File: config.mk
export PLATFORM = sky130hd
export DESIGN_NAME = vector_packer_flat
export DESIGN_NICKNAME = d
export VERILOG_FILES = /design/src/rtl/vector_packer_if.sv /design/src/rtl/vector_packer.sv /design/src/flat_wrapper.sv
export SDC_FILE = /design/constraint.sdc
export NUM_CORES = 1
export LEC_CHECK = 0
export BUFFER_PORTS_ARGS = -buffer_cell sky130_fd_sc_hd__buf_4
export CORE_AREA = 2 2 230 232
export CTS_CLUSTER_SIZE = 14
export DETAILED_ROUTE_END_ITERATION = 10
export DIE_AREA = 0 0 232 234
export GPL_TIMING_DRIVEN = 1
export HOLD_SLACK_MARGIN = 0.02
export SETUP_SLACK_MARGIN = 0.5
export SLEW_MARGIN = 20
export SYNTH_ARGS = -nofsm -noshare
export SYNTH_HDL_FRONTEND = slang
export SYNTH_SLANG_ARGS = --single-unit
File: constraint.sdc
create_clock -name clk -period 16.2 [get_ports clk]
set_clock_uncertainty 0.2 [all_clocks]
set_input_delay 2.43 -clock clk [delete_from_list [all_inputs] [get_ports clk]]
set_output_delay 2.43 -clock clk [all_outputs]
set_load 0.05 [all_outputs]
File: src/rtl/vector_packer_if.sv
// Handshake bundle between the scalar producer, the vector packer and the lane-sum consumer.
// The slave view belongs to the packer; the master view drives beats in and takes vectors out.
interface vector_packer_if #(
  parameter int LANE_W = 16,
  parameter int LANES  = 16
);
  logic                         in_valid;
  logic                         in_ready;
  logic [LANE_W-1:0]            in_data;
  logic                         in_last;
  logic                         in_bcast;
  logic                         out_valid;
  logic                         out_ready;
  logic [LANE_W*LANES-1:0]      out_data;
  logic [$clog2(LANES+1)-1:0]   out_count;

  modport master (
    output in_valid, in_data, in_last, in_bcast, out_ready,
    input  in_ready, out_valid, out_data, out_count
  );

  modport slave (
    input  in_valid, in_data, in_last, in_bcast, out_ready,
    output in_ready, out_valid, out_data, out_count
  );
endinterface

File: src/rtl/vector_packer.sv
// Packs 16-bit scalar beats into a LANES-wide vector with zero-pad flush or broadcast close.
// Output valid one edge after the closing beat; in_ready drops only while a closed vector waits.
module vector_packer #(
  parameter int LANE_W = 16,
  parameter int LANES  = 16
) (
  input logic            clk,
  input logic            rst,
  vector_packer_if.slave bus
);
  localparam int IDX_W = $clog2(LANES);
  localparam int CNT_W = $clog2(LANES + 1);

  logic [LANES-1:0][LANE_W-1:0] asm_data_q, asm_data_d;
  logic [IDX_W-1:0]             idx_q, idx_d;
  logic                         asm_done_q, asm_done_d;
  logic [CNT_W-1:0]             asm_cnt_q, asm_cnt_d;
  logic [LANES*LANE_W-1:0]      out_data_q, out_data_d;
  logic [CNT_W-1:0]             out_count_q, out_count_d;
  logic                         out_valid_q, out_valid_d;
  logic                         accept;
  logic                         xfer;

  // accept and xfer are mutually exclusive because they test opposite values of asm_done_q
  assign accept = bus.in_valid && !asm_done_q;
  assign xfer   = asm_done_q && (!out_valid_q || bus.out_ready);

  always_comb begin
    asm_data_d  = asm_data_q;
    idx_d       = idx_q;
    asm_done_d  = asm_done_q;
    asm_cnt_d   = asm_cnt_q;
    out_data_d  = out_data_q;
    out_count_d = out_count_q;
    out_valid_d = out_valid_q;

    if (xfer) begin
      out_data_d  = asm_data_q;
      out_count_d = asm_cnt_q;
      out_valid_d = 1'b1;
      asm_data_d  = '0;
      idx_d       = '0;
      asm_done_d  = 1'b0;
    end else if (out_valid_q && bus.out_ready) begin
      out_valid_d = 1'b0;
    end

    if (accept) begin
      for (int k = 0; k < LANES; k++) begin
        if ((IDX_W'(k) == idx_q) || (bus.in_bcast && (IDX_W'(k) >= idx_q))) begin
          asm_data_d[k] = bus.in_data;
        end
      end
      if (bus.in_bcast) begin
        asm_cnt_d  = CNT_W'(LANES);
        asm_done_d = 1'b1;
      end else if (bus.in_last) begin
        asm_cnt_d  = CNT_W'(idx_q) + CNT_W'(1);
        asm_done_d = 1'b1;
      end else if (idx_q == IDX_W'(LANES - 1)) begin
        asm_cnt_d  = CNT_W'(LANES);
        asm_done_d = 1'b1;
      end else begin
        idx_d = idx_q + IDX_W'(1);
      end
    end
  end

  always_ff @(posedge clk or posedge rst) begin
    if (rst) begin
      asm_data_q  <= '0;
      idx_q       <= '0;
      asm_done_q  <= 1'b0;
      asm_cnt_q   <= '0;
      out_data_q  <= '0;
      out_count_q <= '0;
      out_valid_q <= 1'b0;
    end else begin
      asm_data_q  <= asm_data_d;
      idx_q       <= idx_d;
      asm_done_q  <= asm_done_d;
      asm_cnt_q   <= asm_cnt_d;
      out_data_q  <= out_data_d;
      out_count_q <= out_count_d;
      out_valid_q <= out_valid_d;
    end
  end

  assign bus.in_ready  = !asm_done_q;
  assign bus.out_valid = out_valid_q;
  assign bus.out_data  = out_data_q;
  assign bus.out_count = out_count_q;
endmodule

File: src/flat_wrapper.sv
// flat-port wrapper written by rule: the top's interface ports become plain ports
module vector_packer_flat 
#(
  parameter int LANE_W = 16,
  parameter int LANES  = 16
)
  (clk, rst, bus_in_valid, bus_in_data, bus_in_last, bus_in_bcast, bus_out_ready, bus_in_ready, bus_out_valid, bus_out_data, bus_out_count);
  vector_packer_if #(.LANE_W(LANE_W), .LANES(LANES)) bus_i ();
  input logic clk;
  input logic rst;
  input wire logic [$bits(bus_i.in_valid)-1:0] bus_in_valid;
  input wire logic [$bits(bus_i.in_data)-1:0] bus_in_data;
  input wire logic [$bits(bus_i.in_last)-1:0] bus_in_last;
  input wire logic [$bits(bus_i.in_bcast)-1:0] bus_in_bcast;
  input wire logic [$bits(bus_i.out_ready)-1:0] bus_out_ready;
  output wire logic [$bits(bus_i.in_ready)-1:0] bus_in_ready;
  output wire logic [$bits(bus_i.out_valid)-1:0] bus_out_valid;
  output wire logic [$bits(bus_i.out_data)-1:0] bus_out_data;
  output wire logic [$bits(bus_i.out_count)-1:0] bus_out_count;
  assign bus_i.in_valid = bus_in_valid;
  assign bus_i.in_data = bus_in_data;
  assign bus_i.in_last = bus_in_last;
  assign bus_i.in_bcast = bus_in_bcast;
  assign bus_i.out_ready = bus_out_ready;
  assign bus_in_ready = bus_i.in_ready;
  assign bus_out_valid = bus_i.out_valid;
  assign bus_out_data = bus_i.out_data;
  assign bus_out_count = bus_i.out_count;
  vector_packer #(.LANE_W(LANE_W), .LANES(LANES)) u_core (.clk(clk), .rst(rst), .bus(bus_i));
endmodule
==> results of run 1 <==
==> sequential cells by signal, indices dropped and copies added (netlist names) <==
name and cells:
u_core.asm_data_q 256, u_core.bus.out_data 256, u_core.asm_cnt_q 5, u_core.bus.out_count 5
u_core.idx_q 4, u_core.asm_done_q 1, u_core.bus.out_valid 1
==> power breakdown <==
group | switching [mW] | leakage [nW] | internal, mW
sequential | 0.254 | 6.94 | 1.72
clock | 0.522 | 0.919 | 0.770
combinational | 1.41 | 4.33 | 0.647
==> area by class of cell <==
type	count	area, sq um	area share (%)
multi-input combinational	1069	6770	26.9
clock inverter	20	262	1.04
clock buffer	81	1610	6.40
sequential	528	13200	52.4
timing repair buffer	305	2390	9.50
inverter	22	86.3	0.343
tap	688	861	3.42
==> how the worst max path moves through the flow <==
stage	startpoint	endpoint	slack [ns]	depth (start not counted)
finish	bus_out_ready	u_core.bus.out_data[148]	11.07	6
global route	bus_out_ready	u_core.bus.out_data[148]	10.87	6
CTS	bus_out_ready	u_core.bus.out_data[47]	11.04	6
detailed placement	bus_out_ready	u_core.bus.out_data[47]	10.40	6
global placement	bus_out_ready	u_core.bus.out_data[172]	10.47	6
floorplan	rst	u_core.asm_cnt_q[0]	6.39	1
==> cells in the mapped netlist, drive strengths merged <==
cell type / instances / area share, %
a2111oi: 1 / 0.073
a211oi: 3 / 0.18
a21bo: 3 / 0.15
a21o: 1 / 0.037
a21oi: 8 / 0.27
a311oi: 1 / 0.073
a31o: 1 / 0.043
a31oi: 3 / 0.16
and2: 3 / 0.091
buf: 56 / 1.5
clkbuf: 75 / 1.4
dfrtp: 528 / 64
ha: 4 / 0.24
inv: 22 / 0.40
mux2: 261 / 14
mux2i: 17 / 0.83
nand2: 472 / 8.6
nand2b: 6 / 0.18
nand3: 22 / 0.54
nand3b: 1 / 0.037
nor2: 4 / 0.085
nor3: 4 / 0.19
nor4b: 2 / 0.12
o21a: 2 / 0.073
o21ai: 243 / 5.9
o221ai: 1 / 0.043
o32ai: 4 / 0.17
or3b: 1 / 0.043
xor2: 1 / 0.043
==> per-layer routing <==
metal / routed length [microns] / share of wire [%] / track usage (%) / up-vias
met5: 0 / 0 / 0 / -
met2: 24500 / 46 / 30.2 / 301
met3: 3300 / 6.3 / 4.83 / 82
met1: 23700 / 45 / 27.0 / 6601
li1: - / - / - / 6294
met4: 1320 / 2.5 / 5.59 / 0
==> stage by stage <==
step,instances,util (%),cell area (sq um)
floorplan,1750,-,20600
global placement,2606,44.6,23200
detailed placement,2606,44.6,23200
CTS,2707,48.2,25100
global route,2713,48.4,25200
finish,2713,48.4,25200
==> logic make-up after synthesis <==
family / synth area share [%]
flops: 64.2
simple gates: 9.90
mux: 15.1
compound gates: 7.18
buf+inv: 3.28
fa+ha+maj: 0.243
xor+xnor: 0.0426
==> run metrics, run 1 <==
latest clock arrival within the worst-skew pair=0.60 ns; CORE AREA=0.0520 sq mm; final worst path period need=5.13 ns; Worst Path Arrival=5.41 ns; # rows=84; Final period util=31.7%; share of layout cells above drive strength 1=33.4%; WHS Path Cells=1; # nets final=2,007; total number of H-tree levels=2; Clock Path Buffers=3; setup tns final=0 ns; ANT cells=0; final worst-path setup slack=11.07 ns; hpwl dp=31,700 microns; CP max FO=91; Clock Tree Root=clkbuf_16; yosys warns=0; Syn Area/Cell=11.8 sq um; crit-path cells=buf_4 -> nand2b_1 -> nand2_4 -> buf_4 -> buf_4 -> mux2_2; initial antenna violation count=4; gr usage total=19.4%; Min-Delay Endpoint=u_core.asm_cnt_q[4]; slowest CP cell=buf_4; Layout area overhead=22.5%; most frequent CP cell=buf_4; Crit path max-delay family=buffers and inverters; setup bufs post-CTS=0; R2R Setup Slk=12.72 ns; clock tree from TritonCTS=built; # clock sinks=528; largest net degree at the start of global routing=210; WS Path Type=in2reg; Mapped Area=0.0206 sq mm; CTS Buf Count=55; synthesized instance count=1,750; Syn Nets=1,776; GR Overflow Total=0; fmax=195 MHz; worst min path class=reg2reg; Setup-failing EPs final=0; maximum VDD drop=143 uV; Reg clk slew, reported paths=0.06 ns; routed length per instance=19.5 microns; reg-to-reg endpoint=u_core.bus.out_data[148]; die height=234 microns; input/output buffers=284; status=completed; commonest non-fill, non-tap cell in the layout=dfrtp_1; routed wire length=52,800 microns; Unique masters post-synth=38; Crit. End Element=register; Post-DRT Antenna Nets=0; WP buf/inv=3; Final Max Tran Viols=0; PostCTS Resize Cnt=0; worst hold slack=0.276 ns; hold path start=u_core.asm_cnt_q[4]; Die X-Extent=232 microns; vias in the first global route=13,068; Final GP Congestion=0.742; vias after detailed routing=13,278; type of element launching the critical path=input port; vias per cell=4.89; Worst path max stage delay=0.90 ns; Final Hold Viols=0; RR Startpoint=u_core.asm_done_q; Slew HR=25.9%; Static Leak=12.2 nW; fillers=4,668; most frequent cells in the layout=dfrtp_1, nand2_1, buf_4, mux2_2, o21ai_0; Yosys reg bits=528; First-pass DRT Iterations=5; Seq/Total Area, Yosys=64.2%; DRC violations left=0; Overall Power=5.32 mW; MaxCap Viol Count=0; DIE AREA=0.0543 sq mm; hold buffer count at CTS=0; FF-to-FF path depth=4; Critical Path RT=16.48 ns; detailed router's first-iteration violation count=856; IO Pins=285; Place WS=10.40 ns; first-pass GRT wire length=79,800 microns; PwrDens=211 mW/mm^2; RSZ-0062 raised after global routing=no; Least-Margin Pin Slew=1.11 ns; starting density of the core=39.5%
Power figures use the tool's default switching activity.
==> run 2, diff against run 1 <==
ABC_AREA = 1   (was not set)
CORE_AREA = 2 2 234 236   (was 2 2 230 232)
DIE_AREA = 0 0 236 238   (was 0 0 232 234)
clock period = 4.86 ns   (was 16.2 ns; I/O delays follow)
==> run 2 against run 1 <==
Global-route usage up 2.8 points. Non-clock buffer count down 6. Total power rose to 3.1 times the previous value. Core utilization down 0.97 points. Clock-buffer cell count up 3. Wire length up 19%. Final area up 0.76%. Combinational power rose to 2.8 times the previous value. Largest power group is now sequential cells.
==> run metrics, run 2 <==
CORE AREA=0.0535 sq mm (+2.8%); worst min path class=in2async; worst hold slack=0.0609 ns (-0.215 ns); Final Max Tran Viols=0 (unchanged); Unique masters post-synth=24 (-37%); vias per cell=5.04 (+2.9%); PwrDens=645 mW/mm^2 (+210%); routed wire length=62,900 microns (+19%); synthesized instance count=2,389 (+37%); vias in the first global route=16,234 (+24%); dpl cells=3,225 (+24%); CTS Buf Count=55 (unchanged); starting density of the core=39.6% (about the same); initial antenna violation count=1 (-3); # nets final=2,612 (+30%); R2R Setup Slk=2.31 ns (-10.41 ns); fmax=392 MHz; yosys warns=0 (unchanged); slowest CP cell=inv_4; Crit. End Element=register; setup bufs post-CTS=0 (unchanged); Clock Path Buffers=3 (unchanged); commonest non-fill, non-tap cell in the layout=nand2_1; final std cells w/o fill=3,326 (+23%); routed length per instance=18.9 microns (-2.7%); Highest Signal Layer=met4; Mapped Area=0.0212 sq mm (+2.9%); share of layout cells above drive strength 1=16.1% (-17 points); First-pass DRT Iterations=5 (unchanged); DIE AREA=0.0562 sq mm (+3.5%); Crit path max-delay family=buffers and inverters; # rows=85 (+1.2%); Setup-failing EPs final=0 (unchanged); Clock Tree Root=clkbuf_16; Critical Path RT=5.13 ns (-11.35 ns); Final GP Congestion=0.820 (+11%); FF-to-FF path depth=7 (+3); most frequent cells in the layout=nand2_1, dfrtp_1, nand3_1, buf_4, o21ai_0; type of element launching the critical path=register; WP buf/inv=3 (unchanged); Layout area overhead=20.0%; Syn Nets=2,415 (+36%); clock tree from TritonCTS=built; Die X-Extent=236 microns (+1.7%); routed length on met3=4200 microns (+27%); reg-to-reg endpoint=u_core.asm_data_q[209]; die height=238 microns (+1.7%); IO Pins=285 (unchanged); cell area after layout=0.0254 sq mm (+0.76%); status=completed; Least-Margin Pin Slew=1.07 ns (-0.0435 ns); detailed router's first-iteration violation count=1,500 (+75%); # clock sinks=528 (unchanged); Final period util=52.6%; Static Leak=13.6 nW (+12%); MaxCap Viol Count=0 (unchanged); area fraction of the dominant cell type after synthesis=62.4% (-1.8 points); crit-path cells=inv_2 -> nand2_4 -> inv_4 -> buf_12 -> nand2_2 -> nand2_1 -> nand2_1; routed wl met2=29,300 microns (+20%); CP max FO=79 (-13%); first-pass GRT wire length=96,400 microns (+21%); Reg clk slew, reported paths=0.06 ns (about the same); final worst-path setup slack=2.31 ns (-8.77 ns); Top FF cell, synth=dfrtp_1; GR Overflow Total=0 (unchanged); DRC violations left=0 (unchanged); Seq/Total Area, Yosys=62.4% (-1.8 points); count leader, synth=nand2_1; vias after detailed routing=16,748 (+26%); Post-synth EDFFs=0 (unchanged); Worst path max stage delay=0.64 ns (-0.26 ns); RR Startpoint=u_core.asm_done_q; maximum VDD drop=369 uV (+160%); Synth area leaders=dfrtp_1, nand2_1, nand3_1; Worst Path Arrival=2.82 ns (-2.59 ns); hold buffer count at CTS=0 (unchanged); routed metal-1 wirelength=27,400 microns (+16%); most frequent CP cell=nand2_1; largest net degree at the start of global routing=222 (+5.7%); Syn Area/Cell=8.86 sq um (-25%); Yosys reg bits=528 (unchanged); hpwl dp=38,700 microns (+22%); Post-DRT Antenna Nets=0 (unchanged); final worst path period need=2.55 ns; WS Path Type=reg2reg; RSZ-0062 raised after global routing=no; latest clock arrival within the worst-skew pair=0.60 ns (about the same); PostCTS Resize Cnt=0 (unchanged); Synth area leader=dfrtp_1; total number of H-tree levels=2 (unchanged); Slew HR=28.6% (+2.7 points); Cell Area, Placed=0.0236 sq mm (+1.9%); gr usage total=22.2% (+2.8 points); most frequent cells after synthesis=nand2_1, dfrtp_1, nand3_1; FFs w/ async S/R, synth=100% (unchanged); setup tns final=0 ns (unchanged); Place WS=2.07 ns (-8.33 ns); Final Hold Viols=0 (unchanged); input/output buffers=284 (unchanged)
[run 2: changes by cell type in the layout (fill, tap and decap cells not counted), sizes merged, moves of 17 or more]
cell / change
nand4: +18
nor2: +87
nand2: +518
mux2i: -17
o21ai: -70
nand3: +287
mux2: -261
inv: +94
[run 2: cell type report]
| cell class | count | area [sq um] |
|---|---|---|
| sequential | 528 | 13200 |
| tap | 696 | 871 |
| clock inverter | 16 | 120 |
| antenna | 1 | 2.50 |
| inverter | 114 | 444 |
| fill | 5139 | 28100 |
| clock buffer | 84 | 1630 |
| multi-input combinational | 1588 | 6780 |
| timing repair buffer | 299 | 2340 |
[run 2: power by group]
part | switching (mW) | total, mW | leakage [nW] | internal, mW
combinational | 4.29 | 5.84 | 5.77 | 1.56
sequential | 0.837 | 6.44 | 6.97 | 5.61
clock | 1.75 | 4.10 | 0.871 | 2.35
[run 2: cell families (layout without fill, tap and decap cells)]
kind of cell               count (synthesis)  count (layout)  synth area share, %
xor gates and xnor gates                   1               1               0.0414
other                                      0               1                    0
AOI/OAI and AO/OA                        175             175                 4.26
buffers and inverters                    273             513                 5.62
and+or+nand+nor                         1408            1408                 27.4
adders and majority gates                  4               4                0.236
DFF                                      528             528                 62.4
[run 2: routing by layer]
layer	global-route usage, %	vias up
li1	-	7917
met1	30.6	8163
met2	35.2	552
met3	4.42	116
met4	7.47	0
met5	0	-
[run 2: worst max-delay path by stage]
stage / depth (start not counted) / startpoint / endpoint / slack [ns]
CTS: 7 / u_core.asm_done_q / u_core.asm_data_q[198] / 2.35
global placement: 7 / bus_in_valid / u_core.asm_data_q[210] / 2.13
detailed placement: 7 / bus_in_valid / u_core.asm_data_q[198] / 2.07
floorplan: 1 / rst / u_core.asm_cnt_q[0] / -3.25
finish: 7 / u_core.asm_done_q / u_core.asm_data_q[209] / 2.31
global route: 7 / u_core.asm_done_q / u_core.asm_data_q[198] / 2.12
[run 2: worst reg2reg max path, delay by kind of cell (launching register included)]
family | cells | cell delay [ns]
buffers and inverters | 3 | 1.17
flip-flops | 1 | 0.41
AND/OR/NAND/NOR | 4 | 0.65
[run 2: metrics by stage]
stage	total power [mW]	utilization, %
floorplan	10.4	-
global placement	12.3	44.2
detailed placement	12.4	44.2
CTS	16.5	47.5
global route	17.2	47.5
finish	16.4	47.5
==> run 3, diff against run 2 <==
clock period = 2.24 ns   (was 4.86 ns; I/O delays follow)
==> run 3 against run 2 <==
Worst hold slack gained 0.15 ns. Via count increased by 7.2%. Clock power up 140%. Total power increased by 140%. Flip-flop and latch count unchanged. Global-route usage up 1.3 points. Register-to-register slack got worse by 1.8 ns. Sequential power rose by 120%. Critical path depth is 6 lower. Core utilization up 6.6 points. Setup slack got worse by 1.9 ns. Largest cell class unchanged.
==> run metrics, run 3 (same netlist as run 2, synthesis figures left out) <==
MaxCap Viol Count=0 (unchanged); crit-path cells=buf_6; Crit. End Element=output pin; vias after detailed routing=17,957 (+7.2%); Final Util=54.0% (+6.6 points); routed wire length=68,400 microns (+8.8%); die height=238 microns (unchanged); most frequent cells in the layout=nand2_1, dfrtp_1, nand3_1, buf_6, o21ai_0; Setup-failing EPs final=0 (unchanged); # nets final=2,799 (+7.2%); vias in the first global route=17,079 (+5.2%); Cell Area, Placed=0.0241 sq mm (+2.1%); # clock sinks=528 (unchanged); DIE AREA=0.0562 sq mm (unchanged); Worst path max stage delay=0.44 ns (-0.20 ns); share of layout cells above drive strength 1=22.3% (+6.3 points); status=completed; WP buf/inv=1 (-2); GR Overflow Total=0 (unchanged); First-pass DRT Iterations=6 (+1); latest clock arrival within the worst-skew pair=0.62 ns (+0.02 ns); type of element launching the critical path=register; Final GP Congestion=0.843 (+2.7%); Static Leak=15.2 nW (+11%); final worst-path setup slack=0.444 ns (-1.86 ns); reg-to-reg endpoint=u_core.asm_data_q[12]; Clock Path Buffers=3 (unchanged); slowest CP cell=dfrtp_1; Critical Path RT=1.70 ns (-3.43 ns); RSZ-0062 raised after global routing=yes; vias per cell=5.11 (+1.5%); total number of H-tree levels=2 (unchanged); commonest non-fill, non-tap cell in the layout=nand2_1; hpwl dp=41,200 microns (+6.5%); PwrDens=1360 mW/mm^2 (+110%); worst min path class=in2async; Final period util=80.2%; routed length per instance=19.5 microns (+3.0%); CORE AREA=0.0535 sq mm (unchanged); CP max FO=2 (-97%); Slew HR=68.1% (+40 points); Clock Tree Root=clkbuf_16; cell area after layout=0.0289 sq mm (+14%); Reg clk slew, reported paths=0.06 ns (about the same); Worst Path Arrival=1.26 ns (-1.56 ns); DRC violations left=0 (unchanged); initial antenna violation count=1 (unchanged); first-pass GRT wire length=102,000 microns (+5.6%); final worst path period need=1.80 ns; Least-Margin Pin Slew=0.478 ns (-0.591 ns); RR Startpoint=u_core.asm_done_q; R2R Setup Slk=0.53 ns (-1.78 ns); maximum VDD drop=810 uV (+120%); Final Hold Viols=0 (unchanged); detailed router's first-iteration violation count=1,570 (+4.7%); clock tree from TritonCTS=built; WS Path Type=reg2out; Die X-Extent=236 microns (unchanged); input/output buffers=284 (unchanged); Overall Power=39.4 mW (+140%); largest net degree at the start of global routing=113 (-49%); ANT cells=0 (-1); # rows=85 (unchanged); IO Pins=285 (unchanged); Layout area overhead=36.5%; Post-DRT Antenna Nets=0 (unchanged); Crit path max-delay family=flip-flops; Place WS=0.271 ns (-1.80 ns); FF-to-FF path depth=7 (unchanged); gr usage total=23.4% (+1.3 points); CP Depth=1 (-6); starting density of the core=39.6% (unchanged); Final Max Tran Viols=0 (unchanged); fmax=557 MHz; CTS Buf Count=54 (-1.8%)
run 3: metal layers:
| metal | vias to the layer above | global-route usage (%) | share of wire, % |
|---|---|---|---|
| met5 | - | 0 | 0 |
| met4 | 0 | 7.39 | 2.8 |
| met3 | 117 | 3.84 | 6.1 |
| met2 | 641 | 37.7 | 48 |
| met1 | 8882 | 32.6 | 43 |
| li1 | 8317 | - | - |
run 3: report_power, final:
part	internal, mW	switching [mW]	leakage (nW)
Sequential	12.2	2.05	6.96
Clock	5.86	3.91	0.965
Combinational	5.51	9.87	7.24
Total	23.5	15.8	15.2
run 3: timing repair:
item,CTS,global route
hold buffers,21,0
setup buffers,44,63
hold endpoints to repair,527,0
cloned,3,11
resized for setup,287,90
pin swaps,2,21
setup endpoints to repair,483,469
run 3: final cells by class:
class,instances,area (sq um)
timing repair buffer,484,5280
multi-input combinational,1590,7060
tap,696,871
clock buffer,80,1630
clock inverter,20,333
inverter,114,492
fill,4759,24600
sequential,528,13200
timing repair inverter,1,8.76
run 3: per-stage QoR:
step	hold slack, ns	std cells	TNS [ns]
finish	0.206	3513	0
global route	0.222	3513	0
CTS	0.194	3439	0
detailed placement	0.258	3271	0
global placement	0.252	3271	0
floorplan	0.242	2389	-2889.28
run 3: worst max path at each step:
stage          slack (ns)                      to                     start
2_1_floorplan       -5.47     u_core.asm_cnt_q[0]                       rst
3_3_place_gp         0.34  u_core.asm_data_q[108]           u_core.idx_q[0]
3_5_place_dp         0.27  u_core.asm_data_q[123]         u_core.asm_done_q
4_1_cts              0.43       bus_out_data[155]  u_core.bus.out_data[155]
5_1_grt              0.43            bus_in_ready         u_core.asm_done_q
6_report             0.44       bus_out_data[156]  u_core.bus.out_data[156]
